$ cat src/rtl/imem_loader_pkg.sv
// Shared types and limits for the instruction-memory byte-stream loader.
// FSM encoding covers the optional checksum state so every build shares one enum.
package imem_loader_pkg;

  localparam int IMEM_DEPTH = 256;
  localparam int MAX_WORDS  = 256;
  localparam int BYTE_W     = 8;

  typedef enum logic [2:0] {
    ST_LEN_HI,
    ST_LEN_LO,
    ST_DATA_HI,
    ST_DATA_LO,
    ST_WRITE,
    ST_CKSUM,
    ST_DONE,
    ST_ERR
  } state_e;

endpackage

$ cat src/rtl/loader_cksum.sv
// Running 8-bit XOR of accepted image bytes; updates the cycle after each enabled byte.
// clr has priority over en; no backpressure, sum is always valid.
module loader_cksum
  import imem_loader_pkg::*;
(
  input  logic              clk,
  input  logic              rst,
  input  logic              clr,
  input  logic              en,
  input  logic [BYTE_W-1:0] data_byte,
  output logic [BYTE_W-1:0] sum
);

  logic [BYTE_W-1:0] sum_q, sum_d;

  always_comb begin
    sum_d = sum_q;
    if (clr) begin
      sum_d = '0;
    end else if (en) begin
      sum_d = sum_q ^ data_byte;
    end
  end

  always_ff @(posedge clk or posedge rst) begin
    if (rst) begin
      sum_q <= '0;
    end else begin
      sum_q <= sum_d;
    end
  end

  assign sum = sum_q;

endmodule

$ cat src/rtl/imem_loader.sv
// Loads a length-prefixed big-endian word stream into instruction memory, holding the CPU until done.
// One word per 3 cycles; in_ready drops in WRITE/DONE/ERR. Optional trailing checksum: IMEM_LOADER_CKSUM_EN.
module imem_loader
  import imem_loader_pkg::*;
#(
  parameter int ADDR_W = 8,
  parameter int WORD_W = 16
) (
  input  logic              clk,
  input  logic              rst,
  input  logic [BYTE_W-1:0] in_byte,
  input  logic              in_valid,
  output logic              in_ready,
  input  logic              reload,
  output logic              imem_we,
  output logic [ADDR_W-1:0] imem_addr,
  output logic [WORD_W-1:0] imem_wdata,
  output logic              cpu_hold,
  output logic              done,
  output logic              err
);

  // Largest accepted word count: bounded by both the memory and the loader limit.
  localparam int            LIMIT   = (MAX_WORDS < (1 << ADDR_W)) ? MAX_WORDS : (1 << ADDR_W);
  localparam logic [15:0]   MAX_N   = 16'(LIMIT);
  localparam logic [ADDR_W:0] IDX_ONE = (ADDR_W + 1)'(1);

  state_e              state_q, state_d;
  logic [ADDR_W:0]     idx_q, idx_d;
  logic [ADDR_W:0]     len_q, len_d;
  logic [BYTE_W-1:0]   len_hi_q, len_hi_d;
  logic [WORD_W-1:0]   wdata_q, wdata_d;

  logic                accept;
  logic [15:0]         n_word;
  state_e              end_st;
  logic                cksum_ok;

`ifdef IMEM_LOADER_CKSUM_EN
  logic [BYTE_W-1:0]   sum;
  logic                sum_clr;
  logic                sum_en;

  assign sum_clr = (state_q == ST_DONE) && reload;
  assign sum_en  = accept && ((state_q == ST_DATA_HI) || (state_q == ST_DATA_LO));

  loader_cksum u_cksum (
    .clk       (clk),
    .rst       (rst),
    .clr       (sum_clr),
    .en        (sum_en),
    .data_byte (in_byte),
    .sum       (sum)
  );

  assign end_st   = ST_CKSUM;
  assign cksum_ok = (in_byte == sum);
`else
  assign end_st   = ST_DONE;
  assign cksum_ok = 1'b1;
`endif

  always_comb begin
    in_ready = 1'b0;
    case (state_q)
      ST_LEN_HI, ST_LEN_LO, ST_DATA_HI, ST_DATA_LO, ST_CKSUM: in_ready = 1'b1;
      default:                                                in_ready = 1'b0;
    endcase
  end

  assign accept = in_valid && in_ready;
  assign n_word = {len_hi_q, in_byte};

  always_comb begin
    state_d  = state_q;
    idx_d    = idx_q;
    len_d    = len_q;
    len_hi_d = len_hi_q;
    wdata_d  = wdata_q;
    case (state_q)
      ST_LEN_HI: begin
        if (accept) begin
          len_hi_d = in_byte;
          state_d  = ST_LEN_LO;
        end
      end
      ST_LEN_LO: begin
        if (accept) begin
          if (n_word > MAX_N) begin
            state_d = ST_ERR;
          end else if (n_word == 16'd0) begin
            state_d = end_st;
          end else begin
            len_d   = n_word[ADDR_W:0];
            state_d = ST_DATA_HI;
          end
        end
      end
      ST_DATA_HI: begin
        if (accept) begin
          wdata_d = {in_byte, wdata_q[BYTE_W-1:0]};
          state_d = ST_DATA_LO;
        end
      end
      ST_DATA_LO: begin
        if (accept) begin
          wdata_d = {wdata_q[WORD_W-1:BYTE_W], in_byte};
          state_d = ST_WRITE;
        end
      end
      ST_WRITE: begin
        // idx stays on the last address after the final write; reload clears it.
        if (idx_q == len_q - IDX_ONE) begin
          state_d = end_st;
        end else begin
          idx_d   = idx_q + IDX_ONE;
          state_d = ST_DATA_HI;
        end
      end
      ST_CKSUM: begin
        if (accept) begin
          state_d = cksum_ok ? ST_DONE : ST_ERR;
        end
      end
      ST_DONE: begin
        if (reload) begin
          idx_d   = '0;
          state_d = ST_LEN_HI;
        end
      end
      ST_ERR: begin
        state_d = ST_ERR;
      end
      default: begin
        state_d = ST_LEN_HI;
      end
    endcase
  end

  always_ff @(posedge clk or posedge rst) begin
    if (rst) begin
      state_q  <= ST_LEN_HI;
      idx_q    <= '0;
      len_q    <= '0;
      len_hi_q <= '0;
      wdata_q  <= '0;
    end else begin
      state_q  <= state_d;
      idx_q    <= idx_d;
      len_q    <= len_d;
      len_hi_q <= len_hi_d;
      wdata_q  <= wdata_d;
    end
  end

  assign imem_we    = (state_q == ST_WRITE);
  assign imem_addr  = idx_q[ADDR_W-1:0];
  assign imem_wdata = wdata_q;
  assign done       = (state_q == ST_DONE);
  assign cpu_hold   = ~done;
  assign err        = (state_q == ST_ERR);

endmodule
$ cat config.mk
export PLATFORM = sky130hd
export DESIGN_NAME = imem_loader
export DESIGN_NICKNAME = d
export VERILOG_FILES = /design/src/rtl/imem_loader_pkg.sv /design/src/rtl/loader_cksum.sv /design/src/rtl/imem_loader.sv
export SDC_FILE = /design/constraint.sdc
export NUM_CORES = 1
export LEC_CHECK = 0
export ABC_AREA = 1
export BUFFER_PORTS_ARGS = -buffer_cell sky130_fd_sc_hd__buf_2
export CAP_MARGIN = 30
export CORE_AREA = 5 5 114 62
export CTS_CLUSTER_DIAMETER = 80
export DETAILED_ROUTE_END_ITERATION = 10
export DIE_AREA = 0 0 119 67
export GPL_TIMING_DRIVEN = 0
export SLEW_MARGIN = 20
export SYNTH_ARGS = -nofsm -noshare
export SYNTH_HDL_FRONTEND = slang
export SYNTH_SLANG_ARGS = --single-unit
$ cat constraint.sdc
create_clock -name clk -period 5.28 [get_ports clk]
set_input_delay 1.056 -clock clk [delete_from_list [all_inputs] [get_ports clk]]
set_output_delay 1.056 -clock clk [all_outputs]
set_load 0.1 [all_outputs]
# Yosys cells after proc, flatten, opt, wreduce, memory -nomap -nowiden
# Index checks and enable logic that the tools add are counted.
# W data, S select, Z words.
# classes
n_mux	17
n_addsub	2
n_eq_ne	15
n_lt_le_gt_ge	1
n_bitwise	5
reduce_logical	11
# op_table
operator	count
$pmux W16 S2	1
$mux W3	9
$pmux W3 S8	1
$mux W9	2
$pmux W9 S2	1
$gt A16 B9 Y1 const B	1
$logic_not A16 Y1	1
$mux W16	1
$ne A2 B2 Y1 const B	7
$eq A3 B3 Y1 const B	4
$add A9 B1 Y9 const B	1
$eq A9 B9 Y1	1
$reduce_and A3 Y1	3
$sub A9 B1 Y9 const B	1
$mux W8	1
$eq A3 B2 Y1 const B	2
$reduce_and A6 Y1	1
$not A1 Y1	5
$reduce_or A5 Y1	1
$reduce_and A4 Y1	1
$eq A3 B1 Y1 const B	1
$logic_not A3 Y1	1
$reduce_and A2 Y1	1
$reduce_bool A2 Y1	1
2 further kinds	2
# word_totals
in_bits	12
elab_cells	57
reg_bits	45
output_inout_bits	29

# Longest topological paths before layout
# depth
word_depth	6
ltp_mapped	14
depth_no_buf	14

# Worst setup path after synthesis
# No wires, ideal clock.
# synth_timing
path_type	reg2out
from	register state_q[2]
to	output imem_we
n_path_buf	0
t_required_ns	4.224
arrival_time_ns	2.807
stages_incl_launch_ff	3
slack_ns	1.417
path_cell_list	dfrtp_1 inv_2 nor3_1
# synth_via
elab_chain_cells	1
# synth_rtl
element	line_no	text
from (decl)	imem_loader.sv:28	state_e state_q, state_d;
from (signal assigned)	imem_loader.sv:148	state_q <= state_d;
$eq A3 B3 Y1	imem_loader.sv:156	assign imem_we = (state_q == ST_WRITE);
to (decl)	imem_loader.sv:15	output logic imem_we,
# No other way between the ends.

# Final worst setup path
# Ends and elaborated chain as after synthesis.

==> reports/summary.txt <==
# diodes - 0
IO Port Bufs - 40
Max incr delay on CP - 0.55 ns
Post-CTS setup buffer count - 0
Post-Synth XOR/XNOR Area - 1.76%
Final RePlAce weighted congestion - 0.870
Skew final - 0.00491 ns
Residual DRC - 0
Mean Syn Cell Area - 7.32 um^2
Final min period - 3.02 ns
Die width - 119 um
Net Count, Synth - 353
Crit Reg-Reg Startpoint - len_q[0]$_DFFE_PP0P_
Number of global-route vias before repair - 2081
DIE AREA - 0.00797 mm^2
Final hold vios - 0
Grt total ovfl - 0
Worst-Margin Slew - 0.639 ns
Yosys cell types - 26
Crit end category - output pin
Setup TNS - 0 ns
FF-to-FF End - idx_q[2]$_DFFE_PP0P_
Post-Route WL - 6300 um
Commonest non-fill, non-tap cells in the layout - nand2_1 (91), inv_1 (47), dfrtp_1 (45), buf_2 (40), nand3_1 (32)
Clk Latency, worst-skew pair - 0.29 ns
Post-Synthesis Cell Area - 0.00248 mm^2
Synthesized flop and latch total - 45
Commonest non-fill, non-tap cell in the layout - nand2_1
Reg2reg setup slack - 3.00 ns
Required time worst endpoint - 4.22 ns
DRT iter0 DRCs - 167
DP Worst Slack - 2.58 ns
Max FO, Critical Path - 7
Gates resized, CTS repair - 0
RSZ-0062 raised after global routing - no
Buf/Inv on CP - 2
I/O pins - 41
Placeable Area - 0.00591 mm^2
H-tree Lvls - 2
Synth Area in Compound Gates - 9.17%
Fraction of registers with async set/reset - 100%
Die Ht - 67 um
Vias per cell - 4.85
Clk slew on worst S/H paths - 0.06 ns
Initial core utilization - 42.0%
CTS Buffer Depth - 2
Final setup fails - 0
Num CTS Buffers - 5
Worst slew margin - 57.1%
FMAX - 331 MHz
Router iterations before antenna repair - 4
Mux share of post-synthesis cell area - 0%
Antenna-violating nets left - 0
Cells after Synth - 339
EDFF count, synth - 0
Worst Reg-to-Reg Cells - 13
Post-layout util - 50.2%
CP endpoint - imem_we
Seq/Total Area, Yosys - 45.4%
Slowest stage cell, crit path - buf_2
Ys flop type - dfrtp_1
Layout cells sized above 1 - 17.6%
Wirelength per Cell - 13.6 um
HPWL after detailed placement - 4870 um
Worst Setup SP - state_q[2]$_DFFE_PP0P_
Via Count - 2250
CP startpoint kind - flop
Simple-gate share of the synthesized area - 31.8%
Cell depth of the worst setup path - 3
CP Class - reg2out
Root Driver - clkbuf_16
First-pass GRT wire length - 10500 um
# rows - 20
Status - finished, final reports clean
Area grow syn2layout - 19.5%
GRT Total Usage - 17.1%
Fin crit share - 57.2%
Post-layout net count - 401
CTS tree - done
PnR worst setup slack - 2.26 ns
Largest family of logic cells by synthesized area - simple AND/OR/NAND/NOR gates
Max-cap violations - 0
Worst-path cell chain - inv_2 > nor3_1 > buf_2
Post-synthesis adder-cell area fraction - 1.01%
WP data arrival - 1.97 ns
Hold WC Path Type - reg2reg
CP delay by family, top - buffers and inverters
Warnings, synthesis - 0
Max Transition Viols Final - 0
Hold-fix buffers, CTS - 0
Largest net degree at the start of global routing - 24
CTS Sinks - 45
Initial antenna violation count - 0
[worst min path at each step]
| stage | start | to | slack [ns] | cells after the start |
|---|---|---|---|---|
| CTS | imem_wdata[15]$_DFFE_PP0P_ | imem_wdata[15]$_DFFE_PP0P_ | 0.47 | 2 |
| global route | imem_wdata[15]$_DFFE_PP0P_ | imem_wdata[15]$_DFFE_PP0P_ | 0.49 | 2 |
| detailed placement | imem_wdata[14]$_DFFE_PP0P_ | imem_wdata[14]$_DFFE_PP0P_ | 0.46 | 2 |
| floorplan | len_hi_q[3]$_DFFE_PP0P_ | len_hi_q[3]$_DFFE_PP0P_ | 0.45 | 2 |
| finish | imem_wdata[15]$_DFFE_PP0P_ | imem_wdata[15]$_DFFE_PP0P_ | 0.47 | 2 |
| global placement | imem_wdata[10]$_DFFE_PP0P_ | imem_wdata[10]$_DFFE_PP0P_ | 0.46 | 2 |
[layer usage]
metal  share of wire [%]  GRT usage (%)
met5                   0              0
met4                0.54           6.49
met3                 7.5           4.24
met2                  35           20.7
met1                  57           27.5
[through the flow]
| stage | cell area (um^2) | cells | hold WS (ns) |
|---|---|---|---|
| floorplan | 2480 | 339 | 0.446 |
| global placement | 2780 | 456 | 0.457 |
| detailed placement | 2810 | 457 | 0.459 |
| CTS | 2970 | 464 | 0.473 |
| global route | 2970 | 464 | 0.492 |
| finish | 2970 | 464 | 0.470 |
[synth_stat cells (2+ instances only)]
cell type	count	area [um^2]
a21oi_1	9	45.0
buf_4	8	60.1
clkbuf_1	4	15.0
dfrtp_1	45	1130
ha_1	2	25.0
inv_1	48	180
inv_2	4	15.0
nand2_1	91	342
nand2_2	2	12.5
nand3_1	32	160
nand4_1	5	31.3
nor2_1	30	113
nor2_2	2	12.5
nor3_1	13	65.1
o21ai_0	29	145
o31ai_1	2	15.0
xor2_1	4	35.0
[sequential cells by signal, summed over array words and instances, names as in the netlist]
register	count
idx_q	9
imem_wdata	16
len_hi_q	8
len_q	9
state_q	3
[logic make-up (layout without fill, tap and decap cells)]
logic type / after synthesis / count (layout)
AND/OR/NAND/NOR: 180 / 180
buffers and inverters: 64 / 112
adder cells (fa/ha/maj): 2 / 2
XOR/XNOR: 5 / 5
AO/OA/AOI/OAI: 43 / 43
flip-flops: 45 / 45
[area by class of cell]
cell class / instances / area [um^2]
Sequential cell: 45 / 1130
Clock inverter: 2 / 35.0
Timing Repair Buffer: 41 / 228
Multi-Input combinational cell: 230 / 1090
Clock buffer: 5 / 125
Tap cell: 77 / 96.3
Buffer: 12 / 75.1
Fill cell: 589 / 2940
Inverter: 52 / 195
[worst reg2reg max path, delay by kind of cell (launching register included)]
| family | cells | cell delay, ns |
|---|---|---|
| adders and majority gates | 1 | 0.32 |
| buffers and inverters | 2 | 0.23 |
| DFF | 1 | 0.39 |
| and+or+nand+nor | 10 | 1.24 |
Power is not shown: default switching activity piles up to over one toggle a cycle in this logic, so the estimate is an artifact.
